File: src/rtl/bsg_fsb_pkg.sv
`default_nettype none
// ============================================================================
// Module      : bsg_fsb_pkg
// Description : Shared front-side-bus packet definitions used by the FSB
//               node clients and the output arbiter.
// Revision    : 1.0 - initial release
// ============================================================================
package bsg_fsb_pkg;

    localparam int FSB_DESTID_W = 4;
    localparam int FSB_DATA_W   = 75;

    // One client packet on the front-side bus: destination, command flag, payload.
    typedef struct packed {
        logic [FSB_DESTID_W-1:0] destid;
        logic                    cmd;
        logic [FSB_DATA_W-1:0]   data;
    } bsg_fsb_pkt_client_s;

endpackage : bsg_fsb_pkg
`default_nettype wire

File: src/rtl/bsg_rocket_fsb_rr_pick.sv
`default_nettype none
// ============================================================================
// Module      : bsg_rocket_fsb_rr_pick
// Description : Combinational rotating-priority picker. Returns the first
//               eligible client found scanning upward from start_i, wrapping.
// Revision    : 1.0 - initial release
// ============================================================================
module bsg_rocket_fsb_rr_pick
    import bsg_fsb_pkg::*;
#(
    parameter int num_clients_p = 2
) (
    input  logic [num_clients_p-1:0]         elig_i,
    input  logic [$clog2(num_clients_p)-1:0] start_i,
    output logic [num_clients_p-1:0]         grant_oh_o,
    output logic                             grant_v_o
);

    localparam int ID_W = $clog2(num_clients_p);

    logic [ID_W:0]   sum;
    logic [ID_W-1:0] idx;

    // Scan clients in order start, start+1, ... (mod N); first eligible wins.
    always_comb begin
        grant_oh_o = '0;
        grant_v_o  = 1'b0;
        sum        = '0;
        idx        = '0;
        for (int i = 0; i < num_clients_p; i++) begin
            // start_i < N and i < N, so one conditional subtract folds the wrap.
            sum = {1'b0, start_i} + (ID_W+1)'(i);
            if (sum >= (ID_W+1)'(num_clients_p)) begin
                sum = sum - (ID_W+1)'(num_clients_p);
            end
            idx = sum[ID_W-1:0];
            if (!grant_v_o && elig_i[idx]) begin
                grant_oh_o[idx] = 1'b1;
                grant_v_o       = 1'b1;
            end
        end
    end

endmodule : bsg_rocket_fsb_rr_pick
`default_nettype wire

File: src/rtl/bsg_rocket_fsb_out_arb.sv
`default_nettype none
// ============================================================================
// Module      : bsg_rocket_fsb_out_arb
// Description : Merges several FSB client output streams into one registered
//               output, with round-robin arbitration and bounded bursts.
// Revision    : 1.0 - initial release
// ============================================================================
module bsg_rocket_fsb_out_arb
    import bsg_fsb_pkg::*;
#(
    parameter int num_clients_p = 2,
    parameter int burst_len_p   = 4
) (
    input  logic                                    clk_i,
    input  logic                                    reset_i,
    input  logic [num_clients_p-1:0]                en_i,
    input  logic [num_clients_p-1:0]                v_i,
    input  bsg_fsb_pkt_client_s [num_clients_p-1:0] data_i,
    output logic [num_clients_p-1:0]                yumi_o,
    output logic                                    v_o,
    output bsg_fsb_pkt_client_s                     data_o,
    input  logic                                    yumi_i
);

    localparam int ID_W    = $clog2(num_clients_p);
    localparam int BURST_W = $clog2(burst_len_p + 1);

    // Arbitration state and the output register.
    logic [ID_W-1:0]     owner_q, owner_d;
    logic                lock_q, lock_d;
    logic [BURST_W-1:0]  burst_q, burst_d;
    logic                v_q, v_d;
    bsg_fsb_pkt_client_s data_q;

    logic                     load;
    logic [num_clients_p-1:0] elig;
    logic                     keep_owner;
    logic [ID_W-1:0]          rr_start;
    logic [num_clients_p-1:0] pick_oh;
    logic                     pick_v;
    logic [num_clients_p-1:0] grant_oh;
    logic                     grant_v;
    logic [ID_W-1:0]          grant_idx;

    assign load       = ~v_q | yumi_i;
    assign elig       = v_i & en_i;
    // Owner keeps the bus only while it stays eligible and has burst budget left.
    assign keep_owner = lock_q & elig[owner_q] & (burst_q < BURST_W'(burst_len_p));
    assign rr_start   = (owner_q == ID_W'(num_clients_p - 1)) ? '0 : owner_q + ID_W'(1);

    bsg_rocket_fsb_rr_pick #(
        .num_clients_p (num_clients_p)
    ) u_pick (
        .elig_i     (elig),
        .start_i    (rr_start),
        .grant_oh_o (pick_oh),
        .grant_v_o  (pick_v)
    );

    assign grant_oh = keep_owner ? (num_clients_p'(1) << owner_q) : pick_oh;
    assign grant_v  = keep_owner | pick_v;

    // Encode the one-hot grant back to a client index.
    always_comb begin
        grant_idx = '0;
        for (int k = 0; k < num_clients_p; k++) begin
            if (grant_oh[k]) begin
                grant_idx = ID_W'(k);
            end
        end
    end

    // Dequeue is only offered in a load slot and never while in reset.
    assign yumi_o = (load && grant_v && !reset_i) ? grant_oh : '0;

    // Next-state for output valid and owner/lock/burst tracking.
    always_comb begin
        v_d     = v_q;
        owner_d = owner_q;
        lock_d  = lock_q;
        burst_d = burst_q;
        if (load) begin
            if (grant_v) begin
                v_d     = 1'b1;
                owner_d = grant_idx;
                lock_d  = 1'b1;
                // Re-grant after an exhausted burst restarts the count at 1.
                burst_d = keep_owner ? burst_q + BURST_W'(1) : BURST_W'(1);
            end else begin
                v_d     = 1'b0;
                lock_d  = 1'b0;
                burst_d = '0;
            end
        end
    end

    // Control state register; client 0 gets first priority out of reset.
    always_ff @(posedge clk_i) begin
        if (reset_i) begin
            v_q     <= 1'b0;
            owner_q <= ID_W'(num_clients_p - 1);
            lock_q  <= 1'b0;
            burst_q <= '0;
        end else begin
            v_q     <= v_d;
            owner_q <= owner_d;
            lock_q  <= lock_d;
            burst_q <= burst_d;
        end
    end

    // Output packet register, loaded from the granted client.
    always_ff @(posedge clk_i) begin
        if (!reset_i && load && grant_v) begin
            data_q <= data_i[grant_idx];
        end
    end

    assign v_o    = v_q;
    assign data_o = data_q;

endmodule : bsg_rocket_fsb_out_arb
`default_nettype wire

File: config.mk
export PLATFORM = sky130hd
export DESIGN_NAME = bsg_rocket_fsb_out_arb
export DESIGN_NICKNAME = d
export VERILOG_FILES = /design/src/rtl/bsg_fsb_pkg.sv /design/src/rtl/bsg_rocket_fsb_rr_pick.sv /design/src/rtl/bsg_rocket_fsb_out_arb.sv
export SDC_FILE = /design/constraint.sdc
export NUM_CORES = 1
export LEC_CHECK = 0
export ABC_AREA = 0
export BUFFER_PORTS_ARGS = -buffer_cell sky130_fd_sc_hd__buf_2
export CORE_MARGIN = 5
export CORE_UTILIZATION = 42
export CTS_CLUSTER_SIZE = 20
export DETAILED_ROUTE_END_ITERATION = 16
export GPL_ROUTABILITY_DRIVEN = 0
export GPL_TIMING_DRIVEN = 0
export MAX_ROUTING_LAYER = met4
export PLACE_DENSITY = 0.81
export SLEW_MARGIN = 20
export SYNTH_ARGS = -nofsm -noshare
export SYNTH_HDL_FRONTEND = slang
export SYNTH_SLANG_ARGS = --single-unit
File: constraint.sdc
create_clock -name clk_i -period 8.68 [get_ports clk_i]
set_input_delay 1.302 -clock clk_i [delete_from_list [all_inputs] [get_ports clk_i]]
set_output_delay 1.302 -clock clk_i [all_outputs]
set_load 0.02 [all_outputs]
### After elaboration in Yosys (flattened, before gate mapping)

Index checks and enable logic that the tools add are counted.
W data, S select, Z words.

* add/sub/neg operators: 5
* $lt $le $gt $ge: 9
* shifts and indexed selects: 1
* multiplexer cells: 25
* bitwise operators: 7
* reduce and logical (&&, ||, !) cells: 10

Operator list (number)
* $mux W80: 2
* $mux W1: 15
* $lt A1 B2 Y1 const B: 4
* $mux W2: 4
* $logic_and A1 B1 Y1: 7
* $mux W3: 2
* $add A3 B1 Y3 const B: 1
* $lt A3 B3 Y1 const B: 1
* $add A1 B1 Y2 const B: 1
* $and A1 B1 Y1: 2
* $and A2 B2 Y2: 1
* $demux W1 S1: 2
* $ge A1 B1 Y1 const B: 2
* $ge A1 B2 Y1 const B: 1
* $ge A2 B2 Y1 const B: 1
* $logic_not A1 Y1: 2
* $or A1 B1 Y1: 2
* $or A2 B2 Y2: 1
* $reduce_and A2 Y1: 1
* $shl A1 B1 Y2 const A: 1
* $sub A1 B1 Y1 const B: 2
* $add A1 B1 Y1 const B: 1
* $not A1 Y1: 1

* flip-flop bits (word level): 85
* bits of input ports: 167
* output and inout port bits: 83
* logic and storage cells: 63

### Logic depth before layout (Yosys ltp)

* depth in word-level cells: 15
* gate-level depth with buffers: 5

### Hierarchy

A second synthesis with hierarchy kept.

* cells, all modules: 217
* area, all modules: 4108.9 um^2

By module, submodules not included
* bsg_rocket_fsb_out_arb: times used 1, cells an instance 213, area each 4083.9 um^2, sequential area each 2502.4 um^2
* bsg_rocket_fsb_rr_pick: times used 1, cells an instance 4, area each 25.0 um^2, sequential area each 0.0 um^2

### Worst setup path before layout

Ideal clock, no wire load.

* kind: input -> register
* from: in v_i[1]
* to: reg data_q, in the netlist data_o[0], enable pin
* library setup time: 0.637 ns
* data arrival time: 7.419 ns
* data required time: 8.043 ns
* setup slack: 0.624 ns
* cell stages on the path: 2
* path through: nand2_1 -> a211oi_1

* longest elaborated chain between the ends: 9
* elaborated cells between the ends (all ways): 15

RTL lines
* start: declaration: RTL line bsg_rocket_fsb_out_arb.sv:17 `input logic [num_clients_p-1:0] v_i,`
* $and A2 B2 Y2 (*): RTL line bsg_rocket_fsb_out_arb.sv:46 `assign elig = v_i & en_i;`
* $mux W1 (implied by the code) (2 in series): RTL line bsg_rocket_fsb_rr_pick.sv:37 `if (!grant_v_o && elig_i[idx]) begin`
* $mux W1: RTL line bsg_rocket_fsb_rr_pick.sv:37
* $logic_not A1 Y1: RTL line bsg_rocket_fsb_rr_pick.sv:37
* $logic_and A1 B1 Y1: RTL line bsg_rocket_fsb_rr_pick.sv:37
* $mux W1: RTL line bsg_rocket_fsb_rr_pick.sv:37
* $or A1 B1 Y1 (*): RTL line bsg_rocket_fsb_out_arb.sv:61 `assign grant_v = keep_owner | pick_v;`
* $logic_and A1 B1 Y1 (*): RTL line bsg_rocket_fsb_out_arb.sv:114 `if (!reset_i && load && grant_v) begin`
* end signal: assignment: RTL line bsg_rocket_fsb_out_arb.sv:115 `data_q <= data_i[grant_idx];`
* end: declaration: RTL line bsg_rocket_fsb_out_arb.sv:33 `bsg_fsb_pkt_client_s data_q;`

Mark *: on every way between the ends. The rest lies on a longest branch, timed or not. The select of a mux whose other input is x is not followed.
A chain may end at the register's enable or synchronous reset.

### Worst setup path in the final report

* from: in v_i[1]
* to: out yumi_o[1]

* longest elaborated chain between the ends: 11
* elaborated cells between the ends (all ways): 21

RTL lines
* $and A2 B2 Y2 (*): RTL line bsg_rocket_fsb_out_arb.sv:46
* $mux W1 (implied by the code) (2 in series): RTL line bsg_rocket_fsb_rr_pick.sv:37
* $mux W1: RTL line bsg_rocket_fsb_rr_pick.sv:37
* $logic_not A1 Y1: RTL line bsg_rocket_fsb_rr_pick.sv:37
* $logic_and A1 B1 Y1: RTL line bsg_rocket_fsb_rr_pick.sv:37
* $mux W1: RTL line bsg_rocket_fsb_rr_pick.sv:37
* $or A1 B1 Y1: RTL line bsg_rocket_fsb_out_arb.sv:61
* $logic_and A1 B1 Y1 (2 in series): RTL line bsg_rocket_fsb_out_arb.sv:74 `assign yumi_o = (load && grant_v && !reset_i) ? grant_oh : '0;`
* $mux W2 (*): RTL line bsg_rocket_fsb_out_arb.sv:74
* end: declaration: RTL line bsg_rocket_fsb_out_arb.sv:19 `output logic [num_clients_p-1:0] yumi_o,`

Marked as above.

==> results.yml <==
detailed_routing:
  drc_errors: 0
  postRouteAntennaNets: 0
  drt-initial-drc-count: 88
  vias: 2800
  vias_per_cell: 4.81
  drtPass1Iterations: 4
  drt-total-wl_microns: 10000
  routedWlPerCell_microns: 17.2
synthesis:
  syn_inst: 206
  ys_types: 27
  syn-cell-area_sq_mm: 0.00373
  synth-compound-area-share_pct: 2.62
  synth_mux_area_share_pct: 24.2
  synth_top_family_by_area: "multiplexers"
  synth-simple-area-share_pct: 2.58
  ys_warn_count: 0
  synthXorXnorAreaFrac_pct: 0.235
  synth_nets: 374
  yosysSeqAreaShare_pct: 67.1
  synth_seq_cells: 85
  synth_adder_area_share_pct: 0.336
  synth_area_per_cell_sq_um: 18.1
power_and_ir_drop:
  switching_share_pct: 24.8
  internal_power_uw: 654
  leakagePower_nw: 2.29
  p_sw_uw: 216
  combinationalPowerShare_pct: 17.8
  seq_power_share_pct: 55.3
  ir_drop_uv: 78.5
  p_per_area_mw_per_mm2: 163
  p_clk_share_pct: 26.9
cts:
  cts_resized: 0
  clk-insertion-delay-late_ns: 0.34
  clock_sinks: 85
  cts_hold_buffers: 0
  root_buffer: "clkbuf_8"
  htree_num_levels: 3
  cts_setup_buffers: 0
  tritoncts: "built"
  clkTransAtPathRegs_ns: 0.08
  numCtsBuffers: 9
  cts_buffer_depth: 2
grt:
  grt_max_degree: 19
  grt_usage_pct: 18.4
  grt_pass1_vias: 3012
  grt-ovfl-total: 0
  grt_pass1_wl_microns: 15400
  antenna_found_initial: 0
hold_path:
  worstHoldPathType: "reg2reg"
floorplanning:
  die_y_microns: 104
  core_area_sq_mm: 0.00868
  start_util_pct: 43.0
  die_x_microns: 104
  row_count: 34
  io_pins: 250
  dieArea_sq_mm: 0.0109
flow_run:
  maxCapViolations: 0
critical_path:
  critical_path_class: "in2out"
  end_kind: "output pin"
  cp.required_ns: 7.38
  path_max_fanout: 10
  critPathLaunchType: "input port"
  arrival_ns: 2.70
sta:
  hold_slack_ns: 0.494
  fin_crit_ns: 4.00
  setup_violations: 0
  timing.fmax_ghz: 0.250
  period_share_pct: 46.1
  skew_ns: 0.00828
  finalMaxSlewViolations: 0
  tightest_slew_ns: 0.837
  finalHoldViolCount: 0
  slew_headroom_pct: 44.0
  fin_setup_tns_ns: 0
  grt_setup_unrepaired: "no"
final_layout:
  drive_gt1_share_pct: 73.8
  antenna_cells: 0
  fin_nets: 638
  finish.instance_area_sq_mm: 0.00534
  syn_to_final_growth_pct: 43.2
status:
  status: "finished, final reports clean"
placed_design:
  dpl.hpwl_microns: 8250
  dpl_cell_area_sq_mm: 0.00518
  port-buffer-count: 248
[synthesized netlist by cell type (all sizes together)]
library cell,count,share of area (%)
nor2,5,0.50
o21ai,3,0.40
nor2b,1,0.17
a311o,1,0.27
dfxtp,5,2.7
buf,4,1.0
ha,1,0.34
xnor2,1,0.23
a32oi,1,0.23
nor3b,1,0.20
edfxtp,80,64
a211oi,1,0.20
nand2b,1,0.37
o21bai,1,0.20
clkbuf,6,1.9
or2b,3,0.60
mux2,80,24
nor4,1,0.17
a31oi,3,0.91
a21oi,3,0.40
nand3,1,0.13
nand4b,1,0.23
nand2,2,0.20
[logic make-up (layout without fill, tap and decap cells)]
logic type | count (synthesis) | in the layout
flops | 85 | 85
mux | 80 | 80
simple gates | 16 | 16
compound gates | 13 | 13
buf+inv | 10 | 278
fa+ha+maj | 1 | 1
xor+xnor | 1 | 1
[power by group through the flow]
stage	Combinational [mW]	Clock, mW	Sequential (mW)
after floorplan	0.0576	0	0.521
after global placement	0.147	0	0.496
after detailed placement	0.157	0	0.491
after CTS	0.157	0.241	0.482
after global routing	0.167	0.259	0.484
final	0.155	0.234	0.482
[area by class of cell]
type | instances | area, sq um
timing repair buffer | 253 | 1310
clock inverter | 5 | 28.8
tap | 108 | 135
fill | 690 | 3340
sequential | 85 | 2500
clock buffer | 10 | 128
multi-input combinational | 111 | 1130
buffer | 10 | 110
[per-layer routing]
| layer | vias to the layer above | share of wire [%] | wire, microns | global-route usage (%) |
|---|---|---|---|---|
| met1 | 1312 | 36 | 3580 | 19.7 |
| li1 | 1329 | - | - | - |
| met2 | 147 | 55 | 5460 | 32.6 |
| met4 | 0 | 1.3 | 133 | 5.27 |
| met3 | 12 | 8.3 | 825 | 6.08 |
| met5 | - | 0 | 0 | - |
[state kept, by name, indices dropped and copies added, names as in the netlist]
register,count
v_o,1
owner_q,1
burst_q,3
data_o,80
[cell usage in the layout, fill, tap and decap left out, drive strengths merged]
cell | Yosys | layout
dfxtp | 5 | 5
or2b | 3 | 3
nand2 | 2 | 2
a21oi | 3 | 3
edfxtp | 80 | 80
o21bai | 1 | 1
ha | 1 | 1
clkinv | 0 | 3
xnor2 | 1 | 1
a31oi | 3 | 3
a32oi | 1 | 1
buf | 4 | 257
a311o | 1 | 1
nor3b | 1 | 1
nor2b | 1 | 1
mux2 | 80 | 80
clkinvlp | 0 | 2
nor4 | 1 | 1
a211oi | 1 | 1
nand3 | 1 | 1
nand4b | 1 | 1
nor2 | 5 | 5
nand2b | 1 | 1
o21ai | 3 | 3
clkbuf | 6 | 16
[metrics by stage]
| step | power (mW) | std cells | util (%) | worst slack, ns |
|---|---|---|---|---|
| 2_1_floorplan | 0.578 | 206 | - | 0.624 |
| 5_1_grt | 0.910 | 582 | 61.5 | 4.55 |
| 3_3_place_gp | 0.644 | 562 | 58.8 | -1.98 |
| 4_1_cts | 0.880 | 582 | 61.5 | 4.65 |
| 6_report | 0.870 | 582 | 61.5 | 4.68 |
| 3_5_place_dp | 0.648 | 567 | 59.7 | 4.66 |
[final timing paths]
kind | startpoint | to | slack (ns) | depth (start not counted)
setup / recovery | v_i[1] | yumi_o[1] | 4.68 | 6
hold / removal | burst_q[0]$_SDFFE_PP0P_ | burst_q[0]$_SDFFE_PP0P_ | 0.49 | 1
setup reg to reg | v_o$_SDFFE_PP0P_ | data_o[31]$_DFFE_PP_ | 6.23 | 6
hold reg to reg | burst_q[0]$_SDFFE_PP0P_ | burst_q[0]$_SDFFE_PP0P_ | 0.49 | 1
[critical path: stages]
cell and delay [ns]:
buf_2 0.09, nand2_1 0.21, a31oi_4 0.51, buf_6 0.22, nor3b_1 0.17, buf_2 0.19
Power figures use the tool's default switching activity.
